[src/rtl/shift_add_mul_ctrl_if.sv]
// Handshake and operand/result bundle between the top-level control and the
// shift-and-add multiply sequencer.
interface shift_add_mul_ctrl_if #(
  parameter int WIDTH = 4,
  parameter int CNT_W = 3
);
  logic               start;
  logic               abort;
  logic [WIDTH-1:0]   a_in;
  logic [WIDTH-1:0]   b_in;
  logic               ld_a;
  logic               ld_b;
  logic               ld_o;
  logic               busy;
  logic               done;
  logic [2*WIDTH-1:0] product;
  logic [CNT_W-1:0]   step;

  modport master (
    output start, abort, a_in, b_in,
    input  ld_a, ld_b, ld_o, busy, done, product, step
  );

  modport slave (
    input  start, abort, a_in, b_in,
    output ld_a, ld_b, ld_o, busy, done, product, step
  );
endinterface

[src/rtl/shift_add_mul_ctrl.sv]
// Unsigned shift-and-add multiply sequencer: WIDTH iterations into a 2*WIDTH
// product register, with start/abort/busy/done handshaking and load strobes.
module shift_add_mul_ctrl #(
  parameter int WIDTH = 4,
  parameter int CNT_W = 3
) (
  input  logic                  clk,
  input  logic                  reset,
  shift_add_mul_ctrl_if.slave   bus
);

  typedef enum logic [1:0] {
    S_IDLE = 2'd0,
    S_RUN  = 2'd1,
    S_DONE = 2'd2
  } state_e;

  localparam logic [CNT_W-1:0] LAST_STEP = CNT_W'(WIDTH - 1);

  state_e             state_q;
  logic [2*WIDTH-1:0] mcand_q;
  logic [WIDTH-1:0]   mplier_q;
  logic [2*WIDTH-1:0] acc_q;
  logic [CNT_W-1:0]   step_q;
  logic [2*WIDTH-1:0] product_q;

  logic [2*WIDTH-1:0] partial;
  logic [2*WIDTH-1:0] acc_d;
  logic               accept;
  logic               last_iter;

  assign partial   = mplier_q[0] ? mcand_q : '0;
  assign acc_d     = acc_q + partial;
  assign accept    = !reset && (state_q == S_IDLE) && bus.start;
  // abort beats the final-iteration load, so ld_o is suppressed with it
  assign last_iter = !reset && (state_q == S_RUN) && !bus.abort && (step_q == LAST_STEP);

  assign bus.ld_a    = accept;
  assign bus.ld_b    = accept;
  assign bus.ld_o    = last_iter;
  assign bus.busy    = (state_q == S_RUN);
  assign bus.done    = (state_q == S_DONE);
  assign bus.product = product_q;
  assign bus.step    = step_q;

  always_ff @(posedge clk) begin
    if (reset) begin
      state_q   <= S_IDLE;
      mcand_q   <= '0;
      mplier_q  <= '0;
      acc_q     <= '0;
      step_q    <= '0;
      product_q <= '0;
    end else begin
      case (state_q)
        S_IDLE: begin
          if (bus.start) begin
            mcand_q  <= {{WIDTH{1'b0}}, bus.a_in};
            mplier_q <= bus.b_in;
            acc_q    <= '0;
            step_q   <= '0;
            state_q  <= S_RUN;
          end
        end
        S_RUN: begin
          if (bus.abort) begin
            state_q <= S_IDLE;
          end else begin
            acc_q    <= acc_d;
            mcand_q  <= mcand_q << 1;
            mplier_q <= mplier_q >> 1;
            step_q   <= step_q + 1'b1;
            if (step_q == LAST_STEP) begin
              product_q <= acc_d;
              state_q   <= S_DONE;
            end
          end
        end
        S_DONE:  state_q <= S_IDLE;
        default: state_q <= S_IDLE;
      endcase
    end
  end

endmodule

[src/flat_wrapper.sv]
// flat-port wrapper written by rule: the top's interface ports become plain ports
module shift_add_mul_ctrl_flat 
#(
  parameter int WIDTH = 4,
  parameter int CNT_W = 3
)
  (clk, reset, bus_start, bus_abort, bus_a_in, bus_b_in, bus_ld_a, bus_ld_b, bus_ld_o, bus_busy, bus_done, bus_product, bus_step);
  shift_add_mul_ctrl_if #(.WIDTH(WIDTH), .CNT_W(CNT_W)) bus_i ();
  input  logic clk;
  input  logic reset;
  input wire logic [$bits(bus_i.start)-1:0] bus_start;
  input wire logic [$bits(bus_i.abort)-1:0] bus_abort;
  input wire logic [$bits(bus_i.a_in)-1:0] bus_a_in;
  input wire logic [$bits(bus_i.b_in)-1:0] bus_b_in;
  output wire logic [$bits(bus_i.ld_a)-1:0] bus_ld_a;
  output wire logic [$bits(bus_i.ld_b)-1:0] bus_ld_b;
  output wire logic [$bits(bus_i.ld_o)-1:0] bus_ld_o;
  output wire logic [$bits(bus_i.busy)-1:0] bus_busy;
  output wire logic [$bits(bus_i.done)-1:0] bus_done;
  output wire logic [$bits(bus_i.product)-1:0] bus_product;
  output wire logic [$bits(bus_i.step)-1:0] bus_step;
  assign bus_i.start = bus_start;
  assign bus_i.abort = bus_abort;
  assign bus_i.a_in = bus_a_in;
  assign bus_i.b_in = bus_b_in;
  assign bus_ld_a = bus_i.ld_a;
  assign bus_ld_b = bus_i.ld_b;
  assign bus_ld_o = bus_i.ld_o;
  assign bus_busy = bus_i.busy;
  assign bus_done = bus_i.done;
  assign bus_product = bus_i.product;
  assign bus_step = bus_i.step;
  shift_add_mul_ctrl #(.WIDTH(WIDTH), .CNT_W(CNT_W)) u_core (.clk(clk), .reset(reset), .bus(bus_i));
endmodule
[config.mk]
export PLATFORM = sky130hd
export DESIGN_NAME = shift_add_mul_ctrl_flat
export DESIGN_NICKNAME = d
export VERILOG_FILES = /design/src/rtl/shift_add_mul_ctrl_if.sv /design/src/rtl/shift_add_mul_ctrl.sv /design/src/flat_wrapper.sv
export SDC_FILE = /design/constraint.sdc
export NUM_CORES = 1
export LEC_CHECK = 0
export BUFFER_PORTS_ARGS = -buffer_cell sky130_fd_sc_hd__buf_2
export CAP_MARGIN = 20
export CORE_MARGIN = 3
export CORE_UTILIZATION = 58
export CTS_CLUSTER_SIZE = 16
export DETAILED_ROUTE_END_ITERATION = 16
export PLACE_DENSITY = 0.89
export SLEW_MARGIN = 25
export SYNTH_ARGS = -nofsm -noshare
export SYNTH_HDL_FRONTEND = slang
export SYNTH_SLANG_ARGS = --single-unit
[constraint.sdc]
create_clock -name clk -period 2.85 [get_ports clk]
set_input_delay 0.57 -clock clk [delete_from_list [all_inputs] [get_ports clk]]
set_output_delay 0.57 -clock clk [all_outputs]
set_load 0.03 [all_outputs]
Word-level counts from Yosys, hierarchy flattened
Cells that the tools add are included.

Logic and storage cells: 44. Input port bits: 12. Register bits after elaboration: 33.

Mux-type cells: 17. Add/subtract/negate cells: 2. Bitwise operators: 1. Eq/ne operators: 6. Reduce and logical (&&, ||, !) cells: 12.

Operator list (count): $mux 8 (5); $pmux 8 s2 (2); $add 8x8->8 (1); $mux 4 (2); $pmux 4 s2 (1); $mux 2 (3); $mux 3 (2); $pmux 3 s2 (1); $reduce_and 3->1 (2); $logic_and 1x1->1 (5); $ne 2x2->1 const B (2); $pmux 2 s2 (1); $add 3x1->3 const B (1); $eq 3x2->1 const B (1); $ne 3x2->1 const B (1); $eq 2x1->1 const B (1); $eq 2x2->1 const B (1); $logic_not 1->1 (2); $logic_not 2->1 (1); $reduce_and 2->1 (1); $reduce_bool 2->1 (1); $not 1->1 (1).

Longest topological paths before layout
Word-level depth: 4. Gate-level depth with buffers: 8. Depth with buffers taken out: 8.

Least setup slack after synthesis
Ideal clock, no wire load.

Path type: input to output. Start point: input reset. End point: output bus_ld_b. Data arrival time: 2.268 ns. Slack: 0.012 ns. Stages on the path: 2. Required time: 2.280 ns. Cell sequence: nor4b_1 > buf_4.

Longest elaborated chain between the ends: 3.

RTL lines: start: declaration (line flat_wrapper.sv:10) `input logic reset;`; $logic_not 1->1 (line shift_add_mul_ctrl.sv:34) `assign accept = !reset && (state_q == S_IDLE) && bus.start;`; $logic_and 1x1->1 (2 in series) (line shift_add_mul_ctrl.sv:34); end: declaration (line flat_wrapper.sv:16) `output wire logic [$bits(bus_i.ld_b)-1:0] bus_ld_b;`.

No other way between the ends.

Worst setup path in the final report
Start point: register u_core.state_q[0]. End point: output bus_ld_o.

Longest elaborated chain between the ends: 4.

RTL lines: start: declaration (line shift_add_mul_ctrl.sv:20) `state_e state_q;`; start signal: assignment (line shift_add_mul_ctrl.sv:48) `state_q <= S_IDLE;`; start signal: assignment (line shift_add_mul_ctrl.sv:62) `state_q <= S_RUN;`; start signal: assignment (line shift_add_mul_ctrl.sv:67) `state_q <= S_IDLE;`; $eq 2x1->1 (line shift_add_mul_ctrl.sv:36) `assign last_iter = !reset && (state_q == S_RUN) && !bus.abort && (step_q == LAST_STEP);`; $logic_and 1x1->1 (3 in series) (line shift_add_mul_ctrl.sv:36); end: declaration (line flat_wrapper.sv:17) `output wire logic [$bits(bus_i.ld_o)-1:0] bus_ld_o;`.

No other way between the ends.

==> results.txt <==
Setup Buffers After CTS = 0
cell area after synthesis = 0.00172 mm²
via count = 1527
synthesized flop and latch total = 33
Net Count, Synth = 224
hold-fix buffer count after cts = 0
Leak = 0.000830 µW
GR Util All Layers = 22.0%
initial DRC count = 81
Die W = 60.4 µm
Final period util = 81.9%
most frequent cell after synthesis = dfxtp_1
Critical Path RT = 2.28 ns
Top FF cell, synth = dfxtp_1
Fin Setup TNS = 0 ns
hold slack = 0.442 ns
Worst Hold Class = in2reg
# Max-Cap Violations = 0
initial core utilization = 61.7%
DRT Pass-1 Iters = 4
Slew Limit Fails = 0
row count = 19
Async S/R FF share, synth = 0%
Synth-to-Final Area Change = 13.2%
Gate Count Post-Synth = 202
Relative slew margins = 50.7%
largest area contributor in the netlist = dfxtp_1
kind of critical path = reg2out
initial antenna violation count = 0
kind of start point of the critical path = flip-flop
Post-CTS Resized = 0
Die ar. = 0.00365 mm²
register area share after synthesis = 38.5%
final hold vios = 0
distinct cell type count after synthesis = 39
hpwl dp = 2520 µm
CTS Buf Count = 5
CTS tree = yes
global-route wire length before repair = 5940 µm
R2R Setup Slk = 0.67 ns
CTS sink count = 33
H-tree depth = 2
Ports = 28
mean post-synth cell area = 8.50 µm²
crit end category = output port
GR Overflow Total = 0
I/O Buffers = 27
DP Cell Count = 252
largest net degree at the start of global routing = 39
vias in the first global route = 1292
clk_lat worst skew = 0.34 ns
non-filler cells, final = 260
clk buf depth = 2
Final setup viols = 0
per-cell routed wire length = 13.8 µm
pwr/cell area = 490 mW/mm²
Slew @ Worst Pin = 0.740 ns
Clock Tree Root = clkbuf_4
fin crit period = 2.34 ns
Core ar. = 0.00278 mm²
ranking of synthesized cells by area = dfxtp_1, ha_1, nand2_1
CTS clock-pin slew for the worst setup and hold paths = 0.10 ns
Max VDD drop = 0.599 mV
RD Place Congestion = 0.878
Die Height = 60.4 µm
crit path max fanout = 13
NumNets Final = 250
Fin Clk Skew = 0.00360 ns
ANT nets after route = 0
fraction of layout cells with a size suffix above 1 = 18.8%
# DRC = 0
Ys Warns = 0
final wirelength = 3590 µm
status = finished clean
vias per inst = 5.87
Post-synth EDFFs = 0
Power Total = 952 µW
Ant. Diodes = 0
area share of the largest cell type after synthesis = 38.5%
synth cell count leaders = dfxtp_1, nand2_1, nor2_1, a21oi_1, ha_1
Highest Clock Rate = 428 MHz
filler cell count = 224
RSZ-0062 raised after global routing = false
crit path DAT = 1.77 ns
registers in the layout, summed over array words and instances (netlist names):
signal	count
u_core.acc_q	8
u_core.bus.product	8
u_core.bus.step	3
u_core.mcand_q	8
u_core.mplier_q	4
u_core.state_q	2
worst max-delay path, stage by stage, from the launching register on:
cell     delay, ns
dfxtp_1       0.42
nor3b_2       0.18
buf_4         0.21
nand2_1       0.26
nor2_1        0.15
buf_2         0.21
worst paths after layout:
kind	start	to	cells past startpoint
setup reg to reg	u_core.mplier_q[0]	u_core.acc_q[6]	8
hold reg to reg	u_core.mcand_q[7]	u_core.mcand_q[7]	2
setup / recovery	u_core.state_q[0]	bus_ld_o	5
hold / removal	bus_a_in[0]	u_core.mcand_q[0]	2
final cells by class:
| cell class | instances | area, µm² | share of cell area [%] |
|---|---|---|---|
| flip-flops and latches | 33 | 661 | 34.0 |
| inverters | 5 | 18.8 | 0.966 |
| repair buffers | 29 | 150 | 7.73 |
| well taps | 31 | 38.8 | 2.00 |
| clock buffers | 6 | 51.3 | 2.64 |
| clock inverters | 2 | 37.5 | 1.93 |
| multi-input cells | 154 | 986 | 50.7 |
power breakdown:
| part | leakage, µW | total (µW) | switching (µW) | internal, µW |
|---|---|---|---|---|
| clock network | 0.0000445 | 372 | 163 | 208 |
| registers | 0.000268 | 487 | 12.2 | 475 |
| logic | 0.000518 | 93.2 | 60.1 | 33.1 |
per-stage QoR:
| stage | utilization [%] | setup WS [ns] | instance area, µm² |
|---|---|---|---|
| 6_report | 69.9 | 0.515 | 1940 |
| 5_1_grt | 69.9 | 0.352 | 1940 |
| 4_1_cts | 69.9 | 0.482 | 1940 |
| 3_5_place_dp | 66.7 | 0.649 | 1850 |
| 3_3_place_gp | 66.7 | 0.663 | 1850 |
| 2_1_floorplan | - | 0.0116 | 1720 |
placed cells by master (no fill, tap or decap), types with 2 or more instances in the layout:
cell	n
o31ai_1	2
or2_2	2
o21ai_0	4
xnor2_1	2
nand2b_1	6
nand3_1	5
o21a_1	2
buf_2	27
nor2b_1	3
a22o_1	2
a211oi_1	5
or3_1	2
inv_1	4
and2_1	7
a21oi_1	12
dfxtp_1	33
a311oi_1	6
nor2_1	22
buf_4	2
a211o_1	2
a21o_1	3
clkbuf_4	5
o2111ai_1	2
nand3b_1	8
o211ai_1	6
nand2_1	28
ha_1	9
a22oi_1	4
per-layer routing:
layer | track usage, % | routed length, µm | vias up
met3 | 5.11 | 163 | 6
met4 | 10.4 | 73 | 0
met1 | 30.6 | 1760 | 702
met2 | 32.3 | 1600 | 38
li1 | - | - | 781
met5 | 0 | 0 | -
kinds of logic after synthesis:
kind of cell    Yosys count  synth area share, %
simple gates             88                 26.2
xor+xnor                  3                 1.53
flops                    33                 38.5
buf+inv                  15                 4.08
compound gates           53                 22.0
fa+ha+maj                10                 7.73
(Power assumes the default switching activity.)
